==> src/rtl/rgmii_rx_frame_parser.sv <==
// RGMII receive frame parser: preamble/SFD strip, byte assembly, framed output with good/bad counters.
// Define RGMII_RX_FCS_CHECK_EN to add CRC-32 FCS checking on every frame.
module rgmii_rx_frame_parser #(
    parameter int MIN_LEN = 64,
    parameter int MAX_LEN = 1518,
    parameter int PRE_MIN = 1,
    parameter int CNT_W   = 16
) (
    input  logic             clk,
    input  logic             I_rst_n,
    input  logic             i_speed_sel,
    input  logic [7:0]       i_rxd,
    input  logic             i_rxdv,
    input  logic             i_rxer,
    output logic [7:0]       o_data,
    output logic             o_valid,
    output logic             o_sof,
    output logic             o_eof,
    output logic             o_err,
    output logic [CNT_W-1:0] o_good_cnt,
    output logic [CNT_W-1:0] o_bad_cnt
);

    // Handshake: o_valid is a one-cycle strobe with no back-pressure; o_sof/o_eof/o_err
    // are meaningful only while o_valid=1, and o_err only together with o_eof.

    typedef enum logic [1:0] {S_IDLE, S_PRE, S_DATA, S_DROP} state_t;

    localparam logic [7:0] PRE_THR_G = 8'(PRE_MIN);
    localparam logic [7:0] PRE_THR_N = 8'(2 * PRE_MIN);

    state_t           state_q, state_d;
    logic             speed_q;
    logic [7:0]       pre_cnt_q;
    logic [3:0]       nib_lo_q;
    logic             half_q;
    logic [7:0]       hold_q;
    logic             hold_vld_q;
    logic             first_q;
    logic [CNT_W-1:0] len_q;
    logic             err_q;

    logic             speed;
    logic             is_pre;
    logic             is_sfd;
    logic             pre_ok;
    logic             byte_done;
    logic [7:0]       byte_val;
    logic             oversize;
    logic             short_frm;
    logic             crc_bad;
    logic             emit;
    logic             emit_eof;
    logic             emit_err;
    logic             zero_len;
    logic             good_inc;
    logic             bad_inc;

    // In IDLE the live speed select decides how the very first symbol is read.
    assign speed     = (state_q == S_IDLE) ? i_speed_sel : speed_q;
    assign is_pre    = speed ? (i_rxd == 8'h55) : (i_rxd[3:0] == 4'h5);
    assign is_sfd    = speed ? (i_rxd == 8'hD5) : (i_rxd[3:0] == 4'hD);
    assign pre_ok    = speed ? (pre_cnt_q >= PRE_THR_G) : (pre_cnt_q >= PRE_THR_N);
    assign oversize  = byte_done && (len_q == CNT_W'(MAX_LEN));
    assign short_frm = (len_q < CNT_W'(MIN_LEN));
    assign good_inc  = emit && emit_eof && !emit_err;
    assign bad_inc   = (emit && emit_eof && emit_err) || zero_len;

    always_comb begin
        byte_done = 1'b0;
        byte_val  = 8'h00;
        if (state_q == S_DATA && i_rxdv) begin
            if (speed_q) begin
                byte_done = 1'b1;
                byte_val  = i_rxd;
            end else if (half_q) begin
                byte_done = 1'b1;
                byte_val  = {i_rxd[3:0], nib_lo_q};
            end
        end
    end

`ifdef RGMII_RX_FCS_CHECK_EN
    // Reflected CRC register; 0xDEBB20E3 is the bit-reversed form of residue 0xC704DD7B.
    localparam logic [31:0] CRC_RESIDUE = 32'hDEBB20E3;
    logic [31:0] crc_q;
    logic [31:0] crc_next;

    function automatic logic [31:0] crc_byte(input logic [31:0] c, input logic [7:0] d);
        logic [31:0] r;
        r = c ^ {24'h0, d};
        for (int i = 0; i < 8; i++) begin
            r = r[0] ? ((r >> 1) ^ 32'hEDB88320) : (r >> 1);
        end
        return r;
    endfunction

    assign crc_next = crc_byte(crc_q, byte_val);
    assign crc_bad  = (crc_q != CRC_RESIDUE);

    always_ff @(posedge clk or negedge I_rst_n) begin
        if (!I_rst_n) begin
            crc_q <= 32'hFFFFFFFF;
        end else if (state_q != S_DATA) begin
            crc_q <= 32'hFFFFFFFF;
        end else if (byte_done) begin
            crc_q <= crc_next;
        end
    end
`else
    assign crc_bad = 1'b0;
`endif

    always_ff @(posedge clk or negedge I_rst_n) begin
        if (!I_rst_n) state_q <= S_IDLE;
        else          state_q <= state_d;
    end

    always_comb begin
        state_d  = state_q;
        emit     = 1'b0;
        emit_eof = 1'b0;
        emit_err = 1'b0;
        zero_len = 1'b0;
        case (state_q)
            S_IDLE: begin
                if (i_rxdv) state_d = is_pre ? S_PRE : S_DROP;
            end
            S_PRE: begin
                if (!i_rxdv)               state_d = S_IDLE;
                else if (is_pre)           state_d = S_PRE;
                else if (is_sfd && pre_ok) state_d = S_DATA;
                else                       state_d = S_DROP;
            end
            S_DATA: begin
                if (!i_rxdv) begin
                    state_d = S_IDLE;
                    if (hold_vld_q) begin
                        emit     = 1'b1;
                        emit_eof = 1'b1;
                        emit_err = err_q || short_frm || half_q || crc_bad;
                    end else begin
                        zero_len = 1'b1;
                    end
                end else if (byte_done) begin
                    emit = hold_vld_q;
                    if (oversize) begin
                        state_d  = S_DROP;
                        emit_eof = 1'b1;
                        emit_err = 1'b1;
                    end
                end
            end
            S_DROP: begin
                if (!i_rxdv) state_d = S_IDLE;
            end
            default: state_d = S_IDLE;
        endcase
    end

    always_ff @(posedge clk or negedge I_rst_n) begin
        if (!I_rst_n) begin
            speed_q    <= 1'b0;
            pre_cnt_q  <= 8'd0;
            nib_lo_q   <= 4'h0;
            half_q     <= 1'b0;
            hold_q     <= 8'h00;
            hold_vld_q <= 1'b0;
            first_q    <= 1'b1;
            len_q      <= '0;
            err_q      <= 1'b0;
            o_data     <= 8'h00;
            o_valid    <= 1'b0;
            o_sof      <= 1'b0;
            o_eof      <= 1'b0;
            o_err      <= 1'b0;
            o_good_cnt <= '0;
            o_bad_cnt  <= '0;
        end else begin
            if (state_q == S_IDLE) speed_q <= i_speed_sel;

            if (state_q == S_IDLE)
                pre_cnt_q <= 8'd1;
            else if (state_q == S_PRE && is_pre && pre_cnt_q != 8'hFF)
                pre_cnt_q <= pre_cnt_q + 8'd1;

            // Per-frame state is cleared whenever we are outside DATA, so entry is always clean.
            if (state_q != S_DATA) begin
                half_q     <= 1'b0;
                hold_vld_q <= 1'b0;
                first_q    <= 1'b1;
                len_q      <= '0;
                err_q      <= 1'b0;
            end else if (i_rxdv) begin
                if (i_rxer) err_q <= 1'b1;
                if (!speed_q && !half_q) begin
                    nib_lo_q <= i_rxd[3:0];
                    half_q   <= 1'b1;
                end
                if (byte_done) begin
                    half_q     <= 1'b0;
                    hold_q     <= byte_val;
                    hold_vld_q <= 1'b1;
                    len_q      <= len_q + 1'b1;
                end
                if (emit) first_q <= 1'b0;
            end

            o_valid <= emit;
            if (emit) o_data <= hold_q;
            o_sof <= emit && first_q;
            o_eof <= emit && emit_eof;
            o_err <= emit && emit_eof && emit_err;

            if (good_inc && o_good_cnt != '1) o_good_cnt <= o_good_cnt + 1'b1;
            if (bad_inc && o_bad_cnt != '1)   o_bad_cnt  <= o_bad_cnt + 1'b1;
        end
    end

endmodule

==> config.mk <==
export PLATFORM = sky130hd
export DESIGN_NAME = rgmii_rx_frame_parser
export DESIGN_NICKNAME = d
export VERILOG_FILES = /design/src/rtl/rgmii_rx_frame_parser.sv
export SDC_FILE = /design/constraint.sdc
export NUM_CORES = 1
export LEC_CHECK = 0
export CELL_PAD_IN_SITES_DETAIL_PLACEMENT = 1
export CELL_PAD_IN_SITES_GLOBAL_PLACEMENT = 1
export CORE_ASPECT_RATIO = 1.2
export CORE_MARGIN = 3
export CORE_UTILIZATION = 30
export DETAILED_ROUTE_END_ITERATION = 8
export DONT_BUFFER_PORTS = 1
export PLACE_DENSITY_LB_ADDON = 0.1
export SLEW_MARGIN = 5
export SYNTH_ARGS = -nofsm -noshare
export SYNTH_HDL_FRONTEND = slang
export SYNTH_SLANG_ARGS = --single-unit
==> constraint.sdc <==
create_clock -name clk -period 3.14 [get_ports clk]
set_clock_uncertainty 0.1 [all_clocks]
set_input_delay 0.628 -clock clk [delete_from_list [all_inputs] [get_ports clk]]
set_output_delay 0.628 -clock clk [all_outputs]
set_load 0.01 [all_outputs]
-- Word level (Yosys, flattened, before mapping)
Index checks and enable logic that the tools add are counted.
- $add $sub $neg: 4
- equal/unequal tests: 16
- bitwise gates (word level): 1
- mux-type cells: 52
- order comparisons: 3
- reductions and logical operators: 32
- operators by type and width (kind ; count):
    adder 16 x 1 -> 16 bit, second input constant ; 3
    two-way mux 16 bit ; 3
    two-way mux 8 bit ; 5
    two-way mux 1 bit ; 35
    inequality test 16 bit, second input constant ; 2
    equality test 16 x 11 -> 1 bit, second input constant ; 1
    less-than comparator 16 x 7 -> 1 bit, second input constant ; 1
    two-way mux 2 bit ; 8
    logical AND 1 bit ; 12
    nonzero test 2 bit ; 5
    adder 8 x 1 -> 8 bit, second input constant ; 1
    equality test 8 x 7 -> 1 bit, second input constant ; 1
    equality test 8 bit, second input constant ; 1
    >= comparator 8 x 1 -> 1 bit, second input constant ; 1
    >= comparator 8 x 2 -> 1 bit, second input constant ; 1
    inequality test 8 bit, second input constant ; 1
    one-hot mux 2 bit (4 select lines) ; 1
    AND reduction 2 bit ; 4
    inequality test 2 bit, second input constant ; 3
    inequality test 3 bit, second input constant ; 2
    AND reduction 3 bit ; 2
    equality test 2 bit, second input constant ; 2
    equality test 4 x 3 -> 1 bit, second input constant ; 1
    equality test 4 bit, second input constant ; 1
    other kinds (7) ; 11
- flip-flop bits (word level): 87

-- Logic depth before layout (Yosys ltp)
Gate-level depths: netlist of the first run.
- depth after elaboration: 12
- mapped depth: 10

-- Worst setup path before layout of the first run
OpenSTA, ideal clock, no wires.
- kind: input to register
- from: input i_rxd[1]
- to: register pre_cnt_q[6]
- data arrival time: 2032 ps
- library setup time: 77 ps
- stages: 6
- data required time: 2963 ps
- path slack: 931 ps
- cell sequence: nand3b_1 > or3_1 > a211oi_4 > nand2b_2 > or3_1 > a21oi_1
- cells in the longest elaborated chain, start to end: 5
- elaborated cells between the ends (all ways): 6
- those cells by class: eq/ne (2); mux (1); reduce/logical (3)
- ends and longest elaborated chain (element ; line ; RTL):
    from (decl) ; 12 ; input logic [7:0] i_rxd,
    equality test 8 x 7 -> 1 bit or equality test 4 x 3 -> 1 bit (tied branches) ; 61 ; assign is_pre = speed ? (i_rxd == 8'h55) : (i_rxd[3:0] == 4'h5);
    two-way mux 1 bit (*) ; 61 ;
    logical AND 1 bit (*) (2 in a row) ; 184 ; else if (state_q == S_PRE && is_pre && pre_cnt_q != 8'hFF)
    nonzero test 2 bit (no line) (*) ; -- ;
    to (signal assigned) ; 185 ; pre_cnt_q <= pre_cnt_q + 8'd1;
    to (decl) ; 34 ; logic [7:0] pre_cnt_q;
Every way passes the cells marked *; elsewhere a longest branch is shown, timed or not.
A chain may end at the register's enable or synchronous reset.

-- Worst setup path in the final report of the first run
- from: register len_q[10]
- to: register o_bad_cnt[1]
- cells in the longest elaborated chain, start to end: 10
- elaborated cells between the ends (all ways): 16
- those cells by class: order compare (1); eq/ne (1); mux (7); reduce/logical (7)
- ends and longest elaborated chain (element ; line ; RTL):
    from (decl) ; 40 ; logic [CNT_W-1:0] len_q;
    from (signal assigned) ; 204 ; len_q <= len_q + 1'b1;
    parallel branches: the longest is 7 deep, another holds less-than comparator 16 x 7 -> 1 bit ; -- ;
    logical AND 1 bit (*) ; 67 ; assign bad_inc = (emit && emit_eof && emit_err) || zero_len;
    logical OR 1 bit (*) ; 67 ;
    logical AND 1 bit (*) ; 216 ; if (bad_inc && o_bad_cnt != '1) o_bad_cnt <= o_bad_cnt + 1'b1;
    to (signal assigned) ; 216 ;
    to (decl) ; 21 ; output logic [CNT_W-1:0] o_bad_cnt
Every way passes the cells marked *.

==> metrics, run 1 <==
Area contributors post-synth dfrtp_1 52%, xnor2_1 6.2%, mux2_2 3.8%; maxcap violations 0; outcome finished, final reports clean; Worst path slowest cell and3_1; cell count after synthesis 389; Mapped Nets 410; Power Density 577 nW/um2; Clock Path Buffers 2; min cycle time layout 2380 ps; Ys Warns 0; largest net degree at the start of global routing 87; CORE AREA 13400 um2; Seq/Total Area, Yosys 52.9%; Die Y 134 um; total power 2.66 mW; total vias in the final route 2904; DP HPWL 6.67 mm; Vias/cell 5.11; total gr overflow 0; Main synth FF type dfrtp_1; setup bufs post-CTS 0; Nets 416; CP Data Arrival Time 2510 ps; Leakage 1.98 nW; initial antenna violation count 0; CTS tree done; cell class contributing the biggest share of worst-path delay simple AND/OR/NAND/NOR gates; VDD IR max 0.330 mV; Post-synth EDFFs 0; Hold Vio Cnt, Final 0; Highest Clock Rate 0.419 GHz; RSZ-0062 raised after global routing false; Starting Density 30.8%; DRT Wirelength 9.68 mm; DRC violations left 0; Cell Chain, Critical Path nor4_1 -> a41oi_1 -> o211ai_1 -> and3_1 -> mux2_2; Placement Rows 46; RR Startpoint len_q[10]; Mean Syn Cell Area 10.6 um2; Synth cell types 47; top cell type's share of synthesized area 52.3%; die area 15200 um2; IO Port Bufs 0; Critical Path Start Type flip-flop; PnR worst setup slack 756 ps; post-cts gate resize count 0; crit path kind reg2reg; Synth top cells by count 86 x dfrtp_1, 37 x nand2_1, 37 x nor2_1; Final period util 75.9%; Placer Congestion 0.762; vias in the first global route 3156; Crit path buffers/inverters 0; Hold WC Path Type in2async; total CTS buffers 9; Wirelength per Cell 17.0 um; CP Launch Point len_q[10]; Post-synth ARST share 100%; clk sink count 87; Root Buffer clkbuf_16; Place WS 742 ps; Final Core Density 34.6%; Yosys reg bits 87; first-pass GRT wire length 16.6 mm; area leader, netlist dfrtp_1; # IOs 57; hold-fix buffer count after cts 1; count of final setup violators 0; diode count 0; most common cell in the synthesized netlist dfrtp_1; actual slew at the worst max-slew pin 602 ps; worst skew pair latency 340 ps; Worst path max stage delay 570 ps; drt first pass iters 4; Max-slew headroom 59.8%; mapped cell area 4120 um2; Crit Path Max Fanout 16; Die Span X 113 um; P&R area growth vs syn 12.2%; clock-pin transition on the worst setup and hold timing paths 60 ps; ratio of cells with drive above 1 in the final layout 10.8%; antenna-violating nets left 0; initial DRC count 103; Critical Path RT 3270 ps; GRT Util Overall 13.7%; CP endpoint kind flip-flop; max-slew violation count 0; H-tree lvl count 3; setup TNS 0 ps
-- per-stage QoR --
step	area (um2)	hold slack [ps]	cells
detailed placement	4320	236	550
global route	4620	130	568
finish	4620	87.0	568
global placement	4320	236	550
floorplan	4120	232	389
CTS	4610	3.47	567
-- registers in the layout, indices dropped and copies added (netlist names) --
name,flops
err_q,1
pre_cnt_q,8
nib_lo_q,4
o_good_cnt,16
o_valid,1
o_eof,1
o_bad_cnt,16
first_q,1
half_q,1
hold_q,8
hold_vld_q,1
state_q,2
speed_q,1
o_err,1
len_q,16
o_data,8
o_sof,1
-- placed cells by master (no fill, tap or decap), drive strengths merged, types with 2 or more instances in the layout --
cell	instances
o311ai	2
mux2	15
a22oi	4
a21oi	12
o211ai	2
ha	8
nand3b	4
nor2	38
and4	7
nand2b	3
nand3	17
nor3	5
dfrtp	86
o21a	3
nand2	37
or3	3
xor2	18
clkinv	4
o21ai	16
and3	14
clkbuf	10
inv	6
nand4	23
nor4	4
buf	7
nor2b	5
xnor2	29
mux2i	2
-- worst paths after layout --
kind / depth (start not counted) / slack, ps / endpoint
setup / recovery: 5 / 760 / o_bad_cnt[1]
hold / removal: 1 / 90 / hold_q[2]
setup reg to reg: 5 / 760 / o_bad_cnt[1]
hold reg to reg: 2 / 360 / first_q
max in group asynchronous: 1 / 2310 / first_q
min in group clk: 1 / 310 / o_eof
-- where the power goes --
group          switching [mW]  internal, mW
combinational           0.163         0.131
clock                   0.447         0.534
sequential              0.141          1.25
total                   0.751          1.91
-- worst reg2reg max path: cells and delay by family (launching register included) --
kind	cells	cell delay [ps]
multiplexers	1	400
AO/OA/AOI/OAI	2	400
flip-flops	1	450
AND/OR/NAND/NOR	2	920
-- kinds of logic after synthesis --
logic type	share of synthesized area [%]
xor+xnor	10.0
mux	4.68
flops	52.9
simple gates	20.7
buf+inv	1.82
fa+ha+maj	2.43
compound gates	7.44
-- final cells by class --
| type | count | area, um2 |
|---|---|---|
| inverters | 5 | 18.8 |
| fillers | 1515 | 8730 |
| multi-input cells | 284 | 1860 |
| clock buffers | 10 | 229 |
| repair buffers | 8 | 82.6 |
| well taps | 168 | 210 |
| flip-flops and latches | 87 | 2180 |
| clock inverters | 6 | 36.3 |
-- per-layer routing --
| layer | global-route usage [%] | part of all wire [%] |
|---|---|---|
| met1 | 16.8 | 44 |
| met2 | 22.4 | 49 |
| met3 | 4.56 | 5.8 |
| met4 | 5.21 | 1.6 |
| met5 | 0 | 0 |
Power figures use the tool's default switching activity.
==> inputs of run 2 (changes only) <==
==> constraint.sdc (replaced) <==
create_clock -name clk -period 2.3 [get_ports clk]
set_clock_uncertainty 0.1 [all_clocks]
set_input_delay 0.46 -clock clk [delete_from_list [all_inputs] [get_ports clk]]
set_output_delay 0.46 -clock clk [all_outputs]
set_load 0.01 [all_outputs]
==> metrics, run 2 (same netlist as run 1, synthesis figures left out) <==
outcome complete, but fails checks; failing checks negative hold slack; actual slew at the worst max-slew pin 456 ps (-146 ps); Highest Clock Rate 0.472 GHz (+13%); DRC violations left 0 (unchanged); worst skew pair latency 340 ps (about the same); commonest non-fill, non-tap cells in the layout 86 x dfrtp_1, 37 x nor2_1, 37 x nand2_1; Hold WC Path Type in2async; initial DRC count 68 (-34%); GRT Util Overall 13.5% (-0.24 points); Nets 423 (+1.7%); Final period util 92.1% (+16 points); Critical Path Start Type flip-flop; Leakage 2.03 nW (+2.8%); DP HPWL 6.84 mm (+2.6%); Hold Vio Cnt, Final 87 (+87); DRT Wirelength 9.66 mm (-0.13%); Root Buffer clkbuf_16; Critical Path RT 2420 ps (-850 ps); Reg2Reg Setup Slack 180 ps (-570 ps); antenna-violating nets left 0 (unchanged); CP Launch Point len_q[10]; Setup crit end o_bad_cnt[1]; RSZ-0062 raised after global routing false; total CTS buffers 9 (unchanged); initial antenna violation count 0 (unchanged); clk sink count 87 (unchanged); die area 15200 um2 (unchanged); maxcap violations 0 (unchanged); CORE AREA 13400 um2 (unchanged); Reg-to-Reg End o_bad_cnt[1]; Power Density 825 nW/um2 (+43%); Hold WS -289 ps (-376 ps); clock-pin transition on the worst setup and hold timing paths 60 ps (about the same); Placer Congestion 0.715 (-6.2%); crit path kind reg2reg; # IOs 57 (unchanged); CP endpoint kind flip-flop; H-tree lvl count 3 (unchanged); vias in the first global route 3166 (+0.32%); Layout fillers 1513 (-0.13%); CP Data Arrival Time 2240 ps (-270 ps); drt first pass iters 4 (unchanged); R2R cell count 6 (+1); min cycle time layout 2120 ps (-266 ps); first-pass GRT wire length 16.4 mm (-1.5%); Die Span X 113 um (unchanged); Die Y 134 um (unchanged); largest net degree at the start of global routing 88 (+1.1%); RR Startpoint len_q[10]; total vias in the final route 2895 (-0.31%); Max-slew headroom 69.5% (+9.7 points); Top Registers len_q (16), o_bad_cnt (16), o_good_cnt (16); Vias/cell 5.03 (-1.5%); VDD IR max 0.455 mV (+38%); IO Port Bufs 0 (unchanged); setup bufs post-CTS 0 (unchanged); Clock Path Buffers 2 (unchanged); CTS tree done; placed cells 559 (+1.6%); most common cell after layout, fill and taps aside dfrtp_1; Wirelength per Cell 16.8 um (-1.4%); diode count 0 (unchanged); setup TNS 0 ps (unchanged); max-slew violation count 0 (unchanged); ratio of cells with drive above 1 in the final layout 12.5% (+1.8 points); Starting Density 30.8% (unchanged); Crit Path Max Fanout 16 (unchanged); P&R area growth vs syn 14.6%; count of final setup violators 0 (unchanged); total gr overflow 0 (unchanged); post-cts gate resize count 0 (unchanged); Cell Count, Final, Fillers Out 575 (+1.2%); Placement Rows 46 (unchanged)
[run 2: cell types whose count changed in the layout (fill, tap and decap cells not counted), sizes merged]
cell         previous run  this run
buf                     7        15
bufinv                  0         2
clkbuf                 10        11
clkinv                  4         2
dlygate4sd3             1         0
inv                     6         5
[run 2: worst min-delay path by stage]
stage	start	to	slack, ps	depth (start not counted)
6_report	I_rst_n	o_data[0]	-290	0
5_1_grt	I_rst_n	o_valid	-320	0
4_1_cts	I_rst_n	hold_q[2]	-310	0
3_5_place_dp	I_rst_n	o_valid	70	0
3_3_place_gp	I_rst_n	o_data[2]	70	0
2_1_floorplan	I_rst_n	err_q	60	0
[run 2: layout make-up]
class                   count  area [um2]  share of cell area [%]
clock buffers              11         243                    5.14
multi-input cells         284        1860                    39.5
repair buffers             15         125                    2.65
well taps                 168         210                    4.45
clock inverters             5        81.3                    1.72
flip-flops and latches     87        2180                    46.1
inverters                   5        18.8                   0.398
[run 2: layer usage]
metal	vias up	share of wire [%]	global-route usage (%)
met2	54	50	23.0
li1	1395	-	-
met4	0	1.4	4.21
met1	1436	43	15.9
met5	-	0	0
met3	10	6.3	4.83
[run 2: worst max-delay path, cell delays in order, from the launching register on]
cell and delay (ps):
dfrtp_1 450, nor4_1 370, a41oi_1 240, o211ai_1 140, and3_1 230, buf_12 150
mux2_2 330
[run 2: stage by stage]
stage	hold slack (ps)	worst slack, ps	util (%)	area [um2]	total power [mW]
6_report	-289	182	35.4	4720	3.89
5_1_grt	-315	29.9	35.4	4720	4.11
3_3_place_gp	68.1	184	32.9	4400	2.33
3_5_place_dp	67.2	176	32.9	4400	2.35
2_1_floorplan	64.4	214	-	4120	2.18
4_1_cts	-308	147	35.4	4720	3.98
[run 2: power breakdown]
| group | internal, mW | total, mW | switching (mW) |
|---|---|---|---|
| sequential | 1.71 | 1.90 | 0.191 |
| combinational | 0.199 | 0.405 | 0.206 |
| clock | 0.982 | 1.59 | 0.608 |
==> inputs of run 3 (changes only) <==
--- a/config.mk
+++ b/config.mk
@@ -9,7 +9,7 @@
 export CELL_PAD_IN_SITES_GLOBAL_PLACEMENT = 1
 export CORE_ASPECT_RATIO = 1.2
 export CORE_MARGIN = 3
-export CORE_UTILIZATION = 30
+export CORE_UTILIZATION = 49
 export DETAILED_ROUTE_END_ITERATION = 8
 export DONT_BUFFER_PORTS = 1
 export PLACE_DENSITY_LB_ADDON = 0.1
==> metrics, run 3 (same netlist as run 1, synthesis figures left out) <==
initial antenna violation count 0 (unchanged); P&R area growth vs syn 8.63%; vias in the first global route 3089 (-2.4%); Power Density 735 nW/um2 (-11%); Root Buffer clkbuf_8; Starting Density 50.5% (+20 points); clock network power share 31.0% (-9.8 points); Critical Path RT 2450 ps (+30 ps); CORE AREA 8150 um2 (-39%); clk sink count 87 (unchanged); maxcap violations 0 (unchanged); H-tree lvl count 3 (unchanged); VDD IR max 0.414 mV (-9.0%); CTS tree done; count of final setup violators 0 (unchanged); total CTS buffers 9 (unchanged); clock-pin transition on the worst setup and hold timing paths 90 ps (+30 ps); worst skew pair latency 370 ps (+30 ps); RSZ-0062 raised after global routing false; Crit Path Max Fanout 16 (unchanged); drt first pass iters 4 (unchanged); die area 9540 um2 (-37%); NetSw 0.907 mW (-9.7%); Placement Rows 36 (-22%); CP endpoint kind flip-flop; commonest non-fill, non-tap cells in the layout 86 x dfrtp_1, 37 x nor2_1, 37 x nand2_1; min cycle time layout 2130 ps (+13.7 ps); Storage cell area 2180 um2 (unchanged); Max-slew headroom 61.8% (-7.7 points); Layout fillers 897 (-41%); Highest Clock Rate 0.469 GHz (-0.64%); ratio of cells with drive above 1 in the final layout 11.4% (-1.1 points); setup TNS 0 ps (unchanged); Critical Path Start Type flip-flop; failing checks negative hold slack; total gr overflow 0 (unchanged); outcome complete, but fails checks; area of the multi-input gates 1860 um2 (unchanged); IO Port Bufs 0 (unchanged); R2R cell count 6 (unchanged); most common cell after layout, fill and taps aside dfrtp_1; Switching Fraction 27.6% (+1.8 points); Hold WC Path Type in2async; DRC violations left 0 (unchanged); Wirelength per Cell 17.1 um (+1.8%); max-slew violation count 0 (unchanged); logic gate share of total power 11.3% (+0.9 points); Hold Vio Cnt, Final 87 (unchanged); setup bufs post-CTS 0 (unchanged); antenna-violating nets left 0 (unchanged); initial DRC count 138 (+100%); total vias in the final route 2940 (+1.6%); Die Span X 89.7 um (-21%); Nets 420 (-0.71%); post-cts gate resize count 0 (unchanged); first-pass GRT wire length 15.2 mm (-7.4%); Placer Congestion 0.796 (+11%); DP HPWL 6.16 mm (-10%); diode count 0 (unchanged); Die Y 106 um (-21%); DRT Wirelength 8.84 mm (-8.5%); CP Data Arrival Time 2280 ps (+40 ps); largest net degree at the start of global routing 88 (unchanged); Vias/cell 5.69 (+13%); actual slew at the worst max-slew pin 573 ps (+116 ps); Top Registers len_q (16), o_bad_cnt (16), o_good_cnt (16); # IOs 57 (unchanged); cell internal pwr 2.38 mW (-17%); Clock Path Buffers 2 (unchanged); Final period util 92.7% (+0.60 points); Place WS 169 ps (-6.75 ps); Leakage 1.95 nW (-4.1%); Hold WS -330 ps (-40.6 ps); Seq pwr share 57.7% (+9.0 points); PnR worst setup slack 168 ps (-13.7 ps); crit path kind reg2reg; GRT Util Overall 20.6% (+7.2 points)
==> run 3: through the flow <==
stage / std cells / power (mW) / utilization [%] / hold slack [ps] / instance area (um2)
5_1_grt: 517 / 3.49 / 54.9 / -361 / 4470
3_5_place_dp: 502 / 2.31 / 52.7 / 67.4 / 4290
6_report: 517 / 3.29 / 54.9 / -330 / 4470
4_1_cts: 517 / 3.34 / 54.9 / -344 / 4470
3_3_place_gp: 502 / 2.28 / 52.7 / 67.6 / 4290
2_1_floorplan: 389 / 2.18 / - / 64.4 / 4120
==> run 3: layout make-up <==
class                      count  area share, %
sequential                    87           48.7
clock buffer                  11           2.94
clock inverter                 4           1.06
multi-input combinational    284           41.7
timing repair buffer          12           2.01
tap                          114           3.19
inverter                       5          0.420
==> run 3: power by group through the flow <==
| stage | combinational (mW) | sequential [mW] | clock [mW] |
|---|---|---|---|
| after floorplan | 0.287 | 1.89 | 0 |
| after global routing | 0.420 | 1.93 | 1.14 |
| after detailed placement | 0.374 | 1.93 | 0 |
| after global placement | 0.356 | 1.92 | 0 |
| final | 0.373 | 1.90 | 1.02 |
| after CTS | 0.379 | 1.90 | 1.06 |
==> run 3: path summary, 6_finish.rpt <==
kind	start	endpoint	slack (ps)
min in group clk	i_rxdv	o_eof	100
max in group asynchronous	I_rst_n	first_q	2230
min	I_rst_n	len_q[11]	-330
min reg2reg	first_q	first_q	370
max reg2reg	len_q[12]	o_bad_cnt[1]	170
max	len_q[12]	o_bad_cnt[1]	170
==> run 3: critical path, stage by stage, from the launching register on <==
cell	delay, ps
dfrtp_1	420
nor4_1	370
a41oi_1	230
o211ai_1	140
and3_1	170
buf_4	210
mux2_2	360
==> run 3: layer usage <==
metal / vias to the layer above / share of wire (%) / global-route usage (%)
met5: - / 0 / 0
met4: 0 / 1.9 / 7.98
li1: 1386 / - / -
met3: 14 / 5.8 / 7.75
met1: 1487 / 44 / 25.9
met2: 53 / 48 / 31.9
